**config.mk**
```make
export PLATFORM = sky130hd
export DESIGN_NAME = reg_writeback_queue
export DESIGN_NICKNAME = d
export VERILOG_FILES = /design/src/rtl/reg_writeback_queue_pkg.sv /design/src/rtl/reg_writeback_queue_wb_fifo.sv /design/src/rtl/reg_writeback_queue.sv
export SDC_FILE = /design/constraint.sdc
export NUM_CORES = 1
export LEC_CHECK = 0
export CAP_MARGIN = 10
export CORE_MARGIN = 2
export CORE_UTILIZATION = 50
export CTS_CLUSTER_DIAMETER = 120
export DETAILED_ROUTE_END_ITERATION = 16
export PLACE_DENSITY_LB_ADDON = 0.12
export SLEW_MARGIN = 20
export SYNTH_ARGS = -nofsm -noshare
export SYNTH_HDL_FRONTEND = slang
export SYNTH_SLANG_ARGS = --single-unit
```
**constraint.sdc**
```tcl
create_clock -name clk -period 20.3 [get_ports clk]
set_clock_uncertainty 0.15 [all_clocks]
set_input_delay 4.06 -clock clk [delete_from_list [all_inputs] [get_ports clk]]
set_output_delay 4.06 -clock clk [all_outputs]
set_load 0.005 [all_outputs]
```
**src/rtl/reg_writeback_queue_pkg.sv**
```systemverilog
// ---------------------------------------------------------------------------
// reg_writeback_queue_pkg
//   Shared definitions for the register-bank writeback producer.
//   Contents: default result/address widths, the hardwired-zero register
//   address, and the {addr,data} writeback entry carried through the
//   memory-result FIFO.
// ---------------------------------------------------------------------------
package reg_writeback_queue_pkg;

  localparam int DATA_W = 32;
  localparam int ADDR_W = 5;

  // Register 0 reads as zero, so writes to it are swallowed.
  localparam logic [ADDR_W-1:0] REG_ZERO = 5'd0;

  typedef struct packed {
    logic [ADDR_W-1:0] addr;
    logic [DATA_W-1:0] data;
  } wbEntry_t;

endpackage

```
**src/rtl/reg_writeback_queue_wb_fifo.sv**
```systemverilog
// ---------------------------------------------------------------------------
// wb_fifo
//   Small circular FIFO of writeback entries for long-latency memory results.
//   Ports:
//     clk, reset     rising-edge clock, asynchronous active-high reset
//     push/pushEntry write an entry (ignored when full, even if popping)
//     pop            remove the head entry (ignored when empty)
//     headEntry      current head entry (valid when !empty)
//     count          occupied entries, 0..DEPTH
//     full, empty    occupancy flags derived from the current count
//   DEPTH must be a power of two so the pointers wrap naturally.
// ---------------------------------------------------------------------------
module wb_fifo
  import reg_writeback_queue_pkg::*;
#(
  parameter int DEPTH = 4
) (
  input  logic                   clk,
  input  logic                   reset,
  input  logic                   push,
  input  wbEntry_t               pushEntry,
  input  logic                   pop,
  output wbEntry_t               headEntry,
  output logic [$clog2(DEPTH):0] count,
  output logic                   full,
  output logic                   empty
);

  localparam int PTR_W = $clog2(DEPTH);

  wbEntry_t         mem_r [DEPTH];
  logic [PTR_W-1:0] rdPtr_r;
  logic [PTR_W-1:0] wrPtr_r;
  logic [PTR_W:0]   count_r;
  logic             doPush_s;
  logic             doPop_s;

  assign full      = (count_r == (PTR_W+1)'(DEPTH));
  assign empty     = (count_r == {(PTR_W+1){1'b0}});
  assign doPush_s  = push && !full;
  assign doPop_s   = pop && !empty;
  assign headEntry = mem_r[rdPtr_r];
  assign count     = count_r;

  // Storage, pointers and occupancy; contents are cleared on reset.
  always_ff @(posedge clk or posedge reset) begin
    if (reset) begin
      for (int i = 0; i < DEPTH; i++) begin
        mem_r[i] <= '{addr: {ADDR_W{1'b0}}, data: {DATA_W{1'b0}}};
      end
      rdPtr_r <= {PTR_W{1'b0}};
      wrPtr_r <= {PTR_W{1'b0}};
      count_r <= {(PTR_W+1){1'b0}};
    end else begin
      if (doPush_s) begin
        mem_r[wrPtr_r] <= pushEntry;
        wrPtr_r        <= wrPtr_r + PTR_W'(1);
      end
      if (doPop_s) begin
        rdPtr_r <= rdPtr_r + PTR_W'(1);
      end
      case ({doPush_s, doPop_s})
        2'b10:   count_r <= count_r + (PTR_W+1)'(1);
        2'b01:   count_r <= count_r - (PTR_W+1)'(1);
        default: count_r <= count_r;
      endcase
    end
  end

endmodule

```
**src/rtl/reg_writeback_queue.sv**
```systemverilog
// ---------------------------------------------------------------------------
// reg_writeback_queue
//   Write-side producer for the 32x32 register bank. Merges the single-cycle
//   ALU result path and the buffered memory-result path into one registered
//   bank write per cycle. The ALU wins arbitration unless the FIFO head has
//   already lost MAX_WAIT consecutive cycles, in which case the head wins.
//   Ports:
//     clk, reset                   clock, asynchronous active-high reset
//     aluValid/aluAddr/aluData     ALU result offer; aluReady = accepted
//     memValid/memAddr/memData     memory result offer; memReady = FIFO room
//     wrData/wAddr/regWriteFlag    registered bank write port
//     fifoCount                    occupied memory-FIFO entries
//   Optional build macro WB_FWD_EN adds fwdAddr/fwdHit/fwdData so decode can
//   bypass the write the bank is performing this cycle.
//   DATA_W/ADDR_W must match the widths of the shared writeback entry.
// ---------------------------------------------------------------------------
module reg_writeback_queue #(
  parameter int DATA_W   = reg_writeback_queue_pkg::DATA_W,
  parameter int ADDR_W   = reg_writeback_queue_pkg::ADDR_W,
  parameter int DEPTH    = 4,
  parameter int MAX_WAIT = 3
) (
  input  logic                   clk,
  input  logic                   reset,
  input  logic                   aluValid,
  output logic                   aluReady,
  input  logic [ADDR_W-1:0]      aluAddr,
  input  logic [DATA_W-1:0]      aluData,
  input  logic                   memValid,
  output logic                   memReady,
  input  logic [ADDR_W-1:0]      memAddr,
  input  logic [DATA_W-1:0]      memData,
  output logic [DATA_W-1:0]      wrData,
  output logic [ADDR_W-1:0]      wAddr,
  output logic                   regWriteFlag,
  output logic [$clog2(DEPTH):0] fifoCount
`ifdef WB_FWD_EN
  ,
  input  logic [ADDR_W-1:0]      fwdAddr,
  output logic                   fwdHit,
  output logic [DATA_W-1:0]      fwdData
`endif
);

  import reg_writeback_queue_pkg::*;

  localparam int WAIT_W = $clog2(MAX_WAIT + 1);

  wbEntry_t          pushEntry_s;
  wbEntry_t          headEntry_s;
  logic              fifoFull_s;
  logic              fifoEmpty_s;
  logic              memPush_s;
  logic              fifoPop_s;
  logic              starve_s;
  logic              aluWin_s;
  logic [WAIT_W-1:0] waitCnt_r;

  // Arbitration: a head that has waited MAX_WAIT cycles blocks the ALU.
  assign starve_s  = !fifoEmpty_s && (waitCnt_r == WAIT_W'(MAX_WAIT));
  assign aluReady  = !starve_s;
  assign aluWin_s  = aluValid && !starve_s;
  // The head only pops when the ALU did not win, even for an r0 ALU result.
  assign fifoPop_s = !aluWin_s && !fifoEmpty_s;

  // Room is judged on the current count only; r0 results are dropped here.
  assign memReady    = !fifoFull_s;
  assign memPush_s   = memValid && !fifoFull_s && (memAddr != REG_ZERO);
  assign pushEntry_s = '{addr: memAddr, data: memData};

  wb_fifo #(
    .DEPTH (DEPTH)
  ) uFifo (
    .clk       (clk),
    .reset     (reset),
    .push      (memPush_s),
    .pushEntry (pushEntry_s),
    .pop       (fifoPop_s),
    .headEntry (headEntry_s),
    .count     (fifoCount),
    .full      (fifoFull_s),
    .empty     (fifoEmpty_s)
  );

  // Count of consecutive ALU wins over a waiting FIFO head, saturating.
  always_ff @(posedge clk or posedge reset) begin
    if (reset) begin
      waitCnt_r <= {WAIT_W{1'b0}};
    end else if (fifoEmpty_s || fifoPop_s) begin
      waitCnt_r <= {WAIT_W{1'b0}};
    end else if (aluWin_s && (waitCnt_r != WAIT_W'(MAX_WAIT))) begin
      waitCnt_r <= waitCnt_r + WAIT_W'(1);
    end else begin
      waitCnt_r <= waitCnt_r;
    end
  end

  // Bank write register: one-cycle write strobe, address/data hold when idle.
  always_ff @(posedge clk or posedge reset) begin
    if (reset) begin
      regWriteFlag <= 1'b0;
      wAddr        <= {ADDR_W{1'b0}};
      wrData       <= {DATA_W{1'b0}};
    end else if (aluWin_s && (aluAddr != REG_ZERO)) begin
      regWriteFlag <= 1'b1;
      wAddr        <= aluAddr;
      wrData       <= aluData;
    end else if (fifoPop_s) begin
      regWriteFlag <= 1'b1;
      wAddr        <= headEntry_s.addr;
      wrData       <= headEntry_s.data;
    end else begin
      regWriteFlag <= 1'b0;
      wAddr        <= wAddr;
      wrData       <= wrData;
    end
  end

`ifdef WB_FWD_EN
  // Same-cycle bypass of the write the bank is absorbing; r0 never hits.
  assign fwdHit  = regWriteFlag && (wAddr == fwdAddr) && (fwdAddr != REG_ZERO);
  assign fwdData = fwdHit ? wrData : {DATA_W{1'b0}};
`endif

endmodule

```
==> flow_summary.json, run 1 <==
{
  "cts_resized": 0,
  "setup_violations": 0,
  "crit_type": "in2reg",
  "area_delta_synth_final_pct": 19.9,
  "ys_types": 30,
  "p_clk_frac": 0.189,
  "layout.nets": 728,
  "status": "finished, final reports clean",
  "core_area_um2": 18000,
  "drv_slew": 0,
  "post_drt_wl_per_cell_um": 21.7,
  "clock-sinks": 195,
  "crit_chain": "clkdlybuf4s50_1 > or4_1 > o211a_1 > inv_1 > ha_1 > inv_1 > fa_1 > xor2_1 > nor2_1 > xor2_1",
  "cp-end-kind": "register",
  "num_rows": 49,
  "cts_tree": "yes",
  "fin_crit_sh": 0.328,
  "post-cts-setup-buffer-count": 0,
  "rsz0062_at_grt": "false",
  "die_area_um2": 19500,
  "dp_hpwl_mm": 11.5,
  "rrSetupSlack_ns": 17.47,
  "r2r_cells": 9,
  "final_common_cell": "dfrtp_1",
  "grt_max_degree": 106,
  "period_minus_slack_ns": 6.66,
  "worstPathMaxFanout": 8,
  "clock_latency_ns": 0.43,
  "postRouteAntennaNets": 0,
  "synth_xor_area_frac": 0.00572,
  "via_count": 5016,
  "cp_slowest_cell": "or4_1",
  "combPwrFrac": 0.418,
  "hold_depth": 1,
  "synth_area_per_cell_um2": 17.3,
  "ir_drop_uv": 91.3,
  "hold_end": "waitCnt_r[0]",
  "crit_required_ns": 20.50,
  "place_congestion": 0.726,
  "critPathLaunchType": "primary input",
  "grt_antenna_before_repair": 0,
  "track_usage": 0.210,
  "muxShareOfSynthArea": 0.322,
  "synth_cells": 531,
  "n_antenna_cell": 0,
  "leakage_nw": 4.97,
  "path_clk_slew_ns": 0.07,
  "synth_fa_ha_area_frac": 0.0104,
  "p_seq_frac": 0.392,
  "drc": 0,
  "grt_pass1_wl_mm": 32.1,
  "overflow": 0,
  "final_cell_mix": "193 x dfrtp_1, 120 x mux2_4, 120 x clkdlybuf4s50_1",
  "final_core_util": 0.613,
  "synthSimpleGateAreaFrac": 0.0406,
  "yosysWarnings": 0,
  "max_stage_delay_ns": 0.56,
  "slew_headroom": 0.377,
  "start_util": 0.511,
  "sw_frac_of_total": 0.286,
  "rr_endpoint": "uFifo.count[2]",
  "hold_start": "waitCnt_r[0]",
  "first_iter_violations": 252,
  "p_sw_uw": 525,
  "max_freq_ghz": 0.150,
  "fin_setup_tns_ns": 0,
  "ios": 121,
  "cts_made_buffers": 17,
  "arrival_ns": 6.86,
  "final_hold_viol_count": 0,
  "reg2reg_from": "uFifo.count[0]",
  "synth_compound_area_frac": 0.0489,
  "layout-drive-gt1-share": 0.404,
  "synth_top_family_by_area": "multiplexers",
  "port_buffers": 120,
  "viasPerCell": 5.67,
  "die_x_um": 140,
  "p_int_mw": 1.31,
  "ys_seq_area_frac": 0.532,
  "cts_max_path_buffers": 2,
  "powerDensity_nw_per_um2": 167,
  "grt_pass1_vias": 5774,
  "cts_root_buf": "clkbuf_16",
  "holdBufCountCts": 0,
  "synthesis.area_um2": 9180,
  "synth-seq-cells": 195,
  "htreeDepth": 4,
  "dr.pass1.iters": 4,
  "maxCapViolations": 0,
  "wl_mm": 19.2,
  "syn_nets": 616,
  "die_h_um": 140,
  "worstMarginPinSlew_ns": 0.934,
  "min_path_type": "reg2reg"
}
[cell families after synthesis]
logic type,Yosys count
buf+inv,42
compound gates,42
xor+xnor,6
fa+ha+maj,7
mux,186
simple gates,53
flops,195
[Yosys cell counts]
master / count / area, µm²
ha_1: 6 / 75.1
xor2_1: 3 / 26.3
buf_6: 1 / 11.3
nor4_1: 1 / 6.26
mux2_2: 28 / 315
nor2_1: 3 / 11.3
nand2_8: 4 / 80.1
buf_2: 8 / 40.0
dfrtp_1: 195 / 4880
nand2b_1: 37 / 231
buf_1: 2 / 7.51
or3_1: 1 / 6.26
inv_1: 10 / 37.5
buf_12: 12 / 240
or4_1: 1 / 7.51
mux4_2: 37 / 833
o211a_1: 1 / 10.0
o21ai_0: 2 / 10.0
xnor2_1: 3 / 26.3
a32oi_1: 1 / 8.76
fa_1: 1 / 20.0
mux2_4: 120 / 1800
clkbuf_1: 9 / 33.8
a21o_1: 1 / 7.51
o221a_2: 36 / 405
a21boi_1: 1 / 7.51
nand3_1: 2 / 10.0
or3b_2: 1 / 8.76
mux2i_1: 1 / 10.0
nand2_1: 3 / 11.3
[registers in the layout, indices dropped and copies added, names as in the netlist]
name	flops
uFifo.rdPtr_r	2
uFifo.wrPtr_r	2
regWriteFlag	1
waitCnt_r	2
uFifo.mem_r	148
wAddr	5
uFifo.count	3
wrData	32
[cell type report]
cell class,count,area (µm²)
multi-input cells,294,3950
well taps,229,287
inverters,10,45.0
flip-flops and latches,195,4880
clock inverters,11,154
repair buffers,125,1240
clock buffers,21,450
fillers,1355,6960
[critical path: cells and delay by family]
kind                       cells  cell delay, ns
adders and majority gates      2            0.57
AOI/OAI and AO/OA              1            0.51
xor gates and xnor gates       2            0.33
and+or+nand+nor                2            0.69
buffers and inverters          3            0.70
[routing by layer]
| metal | up-vias | share of wire | global-route usage |
|---|---|---|---|
| li1 | 2197 | - | - |
| met1 | 2707 | 0.46 | 0.290 |
| met2 | 101 | 0.50 | 0.348 |
| met3 | 11 | 0.034 | 0.0454 |
| met4 | 0 | 0.0078 | 0.0431 |
| met5 | - | 0 | 0 |
[per-stage QoR]
step / worst slack [ns] / instance area (µm²) / hold WS [ns] / std cells / total power [mW]
after global routing: 13.49 / 11000 / 0.327 / 885 / 1.94
after detailed placement: 13.18 / 10400 / 0.297 / 853 / 1.50
after CTS: 13.64 / 11000 / 0.307 / 885 / 1.85
after global placement: 13.31 / 10400 / 0.270 / 853 / 1.46
after floorplan: 10.78 / 9180 / 0.259 / 531 / 1.29
final: 13.64 / 11000 / 0.301 / 885 / 1.83
[worst max path at each step]
stage,from,endpoint,slack [ns],cells past startpoint
floorplan,reset,regWriteFlag,10.78,1
global placement,memAddr[1],uFifo.count[2],13.31,10
detailed placement,memAddr[1],uFifo.count[2],13.18,10
CTS,memAddr[1],uFifo.count[2],13.64,10
global route,memAddr[1],uFifo.count[2],13.49,10
finish,memAddr[1],uFifo.count[2],13.64,10
[power groups by stage]
stage | Sequential (mW) | Clock, mW | Combinational, mW
after detailed placement | 0.723 | 0 | 0.775
after floorplan | 0.674 | 0 | 0.616
after global routing | 0.746 | 0.370 | 0.824
final | 0.720 | 0.348 | 0.768
after CTS | 0.720 | 0.355 | 0.779
after global placement | 0.707 | 0 | 0.758
No activity file was read; power rests on OpenSTA's default activity.
==> run 2: changes to the inputs <==
==> constraint.sdc (replaced) <==
create_clock -name clk -period 5.63 [get_ports clk]
set_clock_uncertainty 0.15 [all_clocks]
set_input_delay 1.126 -clock clk [delete_from_list [all_inputs] [get_ports clk]]
set_output_delay 1.126 -clock clk [all_outputs]
set_load 0.005 [all_outputs]
==> run 2 against run 1 <==
- routed wire length is 1.8% lower
- cell area is 0.27% higher
- hold slack worse by 0.012 ns
- combinational power increased to 3.6 times the previous value
- sequential power rose to 3.6 times the previous value
- power grew to 3.6 times the previous value
- utilization rose by 0.17 points
- worst setup slack got worse by 12 ns
- first-iteration DRC count shrank 4.0%
- die area is the same
- critical path type unchanged
- largest cell class unchanged
- largest power group unchanged
==> flow_summary.json, run 2 (synthesis gave the netlist of run 1 again) <==
{
  "via_count": 4983,
  "cts_made_buffers": 17,
  "place_congestion": 0.700,
  "path_clk_slew_ns": 0.07,
  "post_drt_wl_per_cell_um": 21.3,
  "htreeDepth": 4,
  "clock_latency_ns": 0.43,
  "rsz0062_at_grt": "false",
  "dr.pass1.iters": 4,
  "grt_pass1_vias": 5460,
  "area_delta_synth_final_pct": 20.2,
  "p_clk_frac": 0.185,
  "reg_top3": "uFifo.mem_r (148), wrData (32), wAddr (5)",
  "viasPerCell": 5.62,
  "track_usage": 0.209,
  "critPathLaunchType": "primary input",
  "placed_area_um2": 10400,
  "largest_reg_flops": 148,
  "maxCapViolations": 0,
  "wl_mm": 18.9,
  "cp-end-kind": "register",
  "period_minus_slack_ns": 3.71,
  "cts_max_path_buffers": 2,
  "hold_slack_ns": 0.289,
  "grt_antenna_before_repair": 0,
  "drc": 0,
  "core_area_um2": 18000,
  "grt_max_degree": 80,
  "combPwrFrac": 0.420,
  "layout.nets": 730,
  "p_int_mw": 4.71,
  "worstPathMaxFanout": 8,
  "die_area_um2": 19500,
  "start_util": 0.511,
  "fin_setup_tns_ns": 0,
  "die_x_um": 140,
  "ir_drop_uv": 271,
  "regMostFlops": "uFifo.mem_r",
  "setup_violations": 0,
  "final_hold_viol_count": 0,
  "sw_frac_of_total": 0.284,
  "grt_pass1_wl_mm": 31.7,
  "slew_headroom": 0.378,
  "die_h_um": 140,
  "first_iter_violations": 242,
  "overflow": 0,
  "drv_slew": 0,
  "p_seq_frac": 0.395,
  "crit_type": "in2reg",
  "powerDensity_nw_per_um2": 596,
  "crit_required_ns": 5.82,
  "min_path_type": "reg2reg",
  "port_buffers": 120,
  "cts_root_buf": "clkbuf_16",
  "clock-sinks": 195,
  "num_rows": 49,
  "dp_cells": 854,
  "status": "finished, final reports clean",
  "worstMarginPinSlew_ns": 0.933,
  "max_freq_ghz": 0.270,
  "leakage_nw": 4.98,
  "cts_tree": "yes",
  "postRouteAntennaNets": 0,
  "post-cts-setup-buffer-count": 0,
  "ios": 121,
  "layout-drive-gt1-share": 0.408,
  "p_sw_mw": 1.87,
  "final_common_cell": "dfrtp_1",
  "finalNonFillerCells": 886,
  "fin_crit_sh": 0.659,
  "cts_resized": 0,
  "arrival_ns": 3.90,
  "final_cell_mix": "193 x dfrtp_1, 120 x mux2_4, 120 x clkdlybuf4s50_1",
  "fin_area_um2": 11000,
  "holdBufCountCts": 0,
  "n_antenna_cell": 0,
  "dp_hpwl_mm": 11.6
}
[run 2: cell count changes in the layout (fill, tap and decap cells not counted), sizes merged]
| cell | previous run | this run |
|---|---|---|
| buf | 5 | 7 |
| inv | 11 | 10 |
| clkinv | 5 | 7 |
| clkbuf | 21 | 18 |
| clkinvlp | 2 | 3 |
[run 2: layout make-up]
class                   count  area, µm²
inverters                  10       41.3
clock inverters            13        160
clock buffers              18        429
multi-input cells         294       3950
flip-flops and latches    195       4880
fillers                  1334       6930
well taps                 229        287
repair buffers            127       1290
[run 2: metal layers]
layer | global-route usage | up-vias | wire length, µm
met5 | 0 | - | 0
li1 | - | 2205 | -
met4 | 0.0542 | 0 | 183
met2 | 0.329 | 107 | 9170
met1 | 0.304 | 2656 | 8880
met3 | 0.0392 | 15 | 666
[run 2: worst paths after layout]
| path | startpoint | to | slack (ns) | depth (start not counted) |
|---|---|---|---|---|
| setup / recovery | memAddr[1] | uFifo.count[2] | 1.92 | 10 |
| hold / removal | waitCnt_r[0] | waitCnt_r[0] | 0.29 | 1 |
| setup reg to reg | uFifo.count[0] | uFifo.count[2] | 2.84 | 9 |
| hold reg to reg | waitCnt_r[0] | waitCnt_r[0] | 0.29 | 1 |
| max in group asynchronous | reset | uFifo.rdPtr_r[1] | 3.69 | 3 |
| min in group asynchronous | reset | uFifo.mem_r[28] | 0.90 | 2 |
[run 2: power groups by stage]
stage	clock network, mW	logic, mW	registers, mW
finish	1.22	2.76	2.59
global route	1.32	2.97	2.69
CTS	1.25	2.80	2.59
detailed placement	0	2.79	2.60
global placement	0	2.74	2.55
floorplan	0	2.22	2.43
[run 2: worst max-delay path, cell delays in order]
cell and delay (ns):
clkdlybuf4s50_1 0.48, or4_1 0.55, o211a_1 0.51, inv_1 0.14, ha_1 0.19, inv_1 0.06
fa_1 0.37, xor2_1 0.15, nor2_1 0.13, xor2_1 0.18
[run 2: metrics by stage]
step | setup slack (ns) | utilization | power (mW)
6_report | 1.92 | 0.614 | 6.57
5_1_grt | 1.79 | 0.614 | 6.98
3_5_place_dp | 1.46 | 0.580 | 5.39
4_1_cts | 1.91 | 0.613 | 6.64
3_3_place_gp | 1.60 | 0.580 | 5.29
2_1_floorplan | 1.84 | - | 4.65
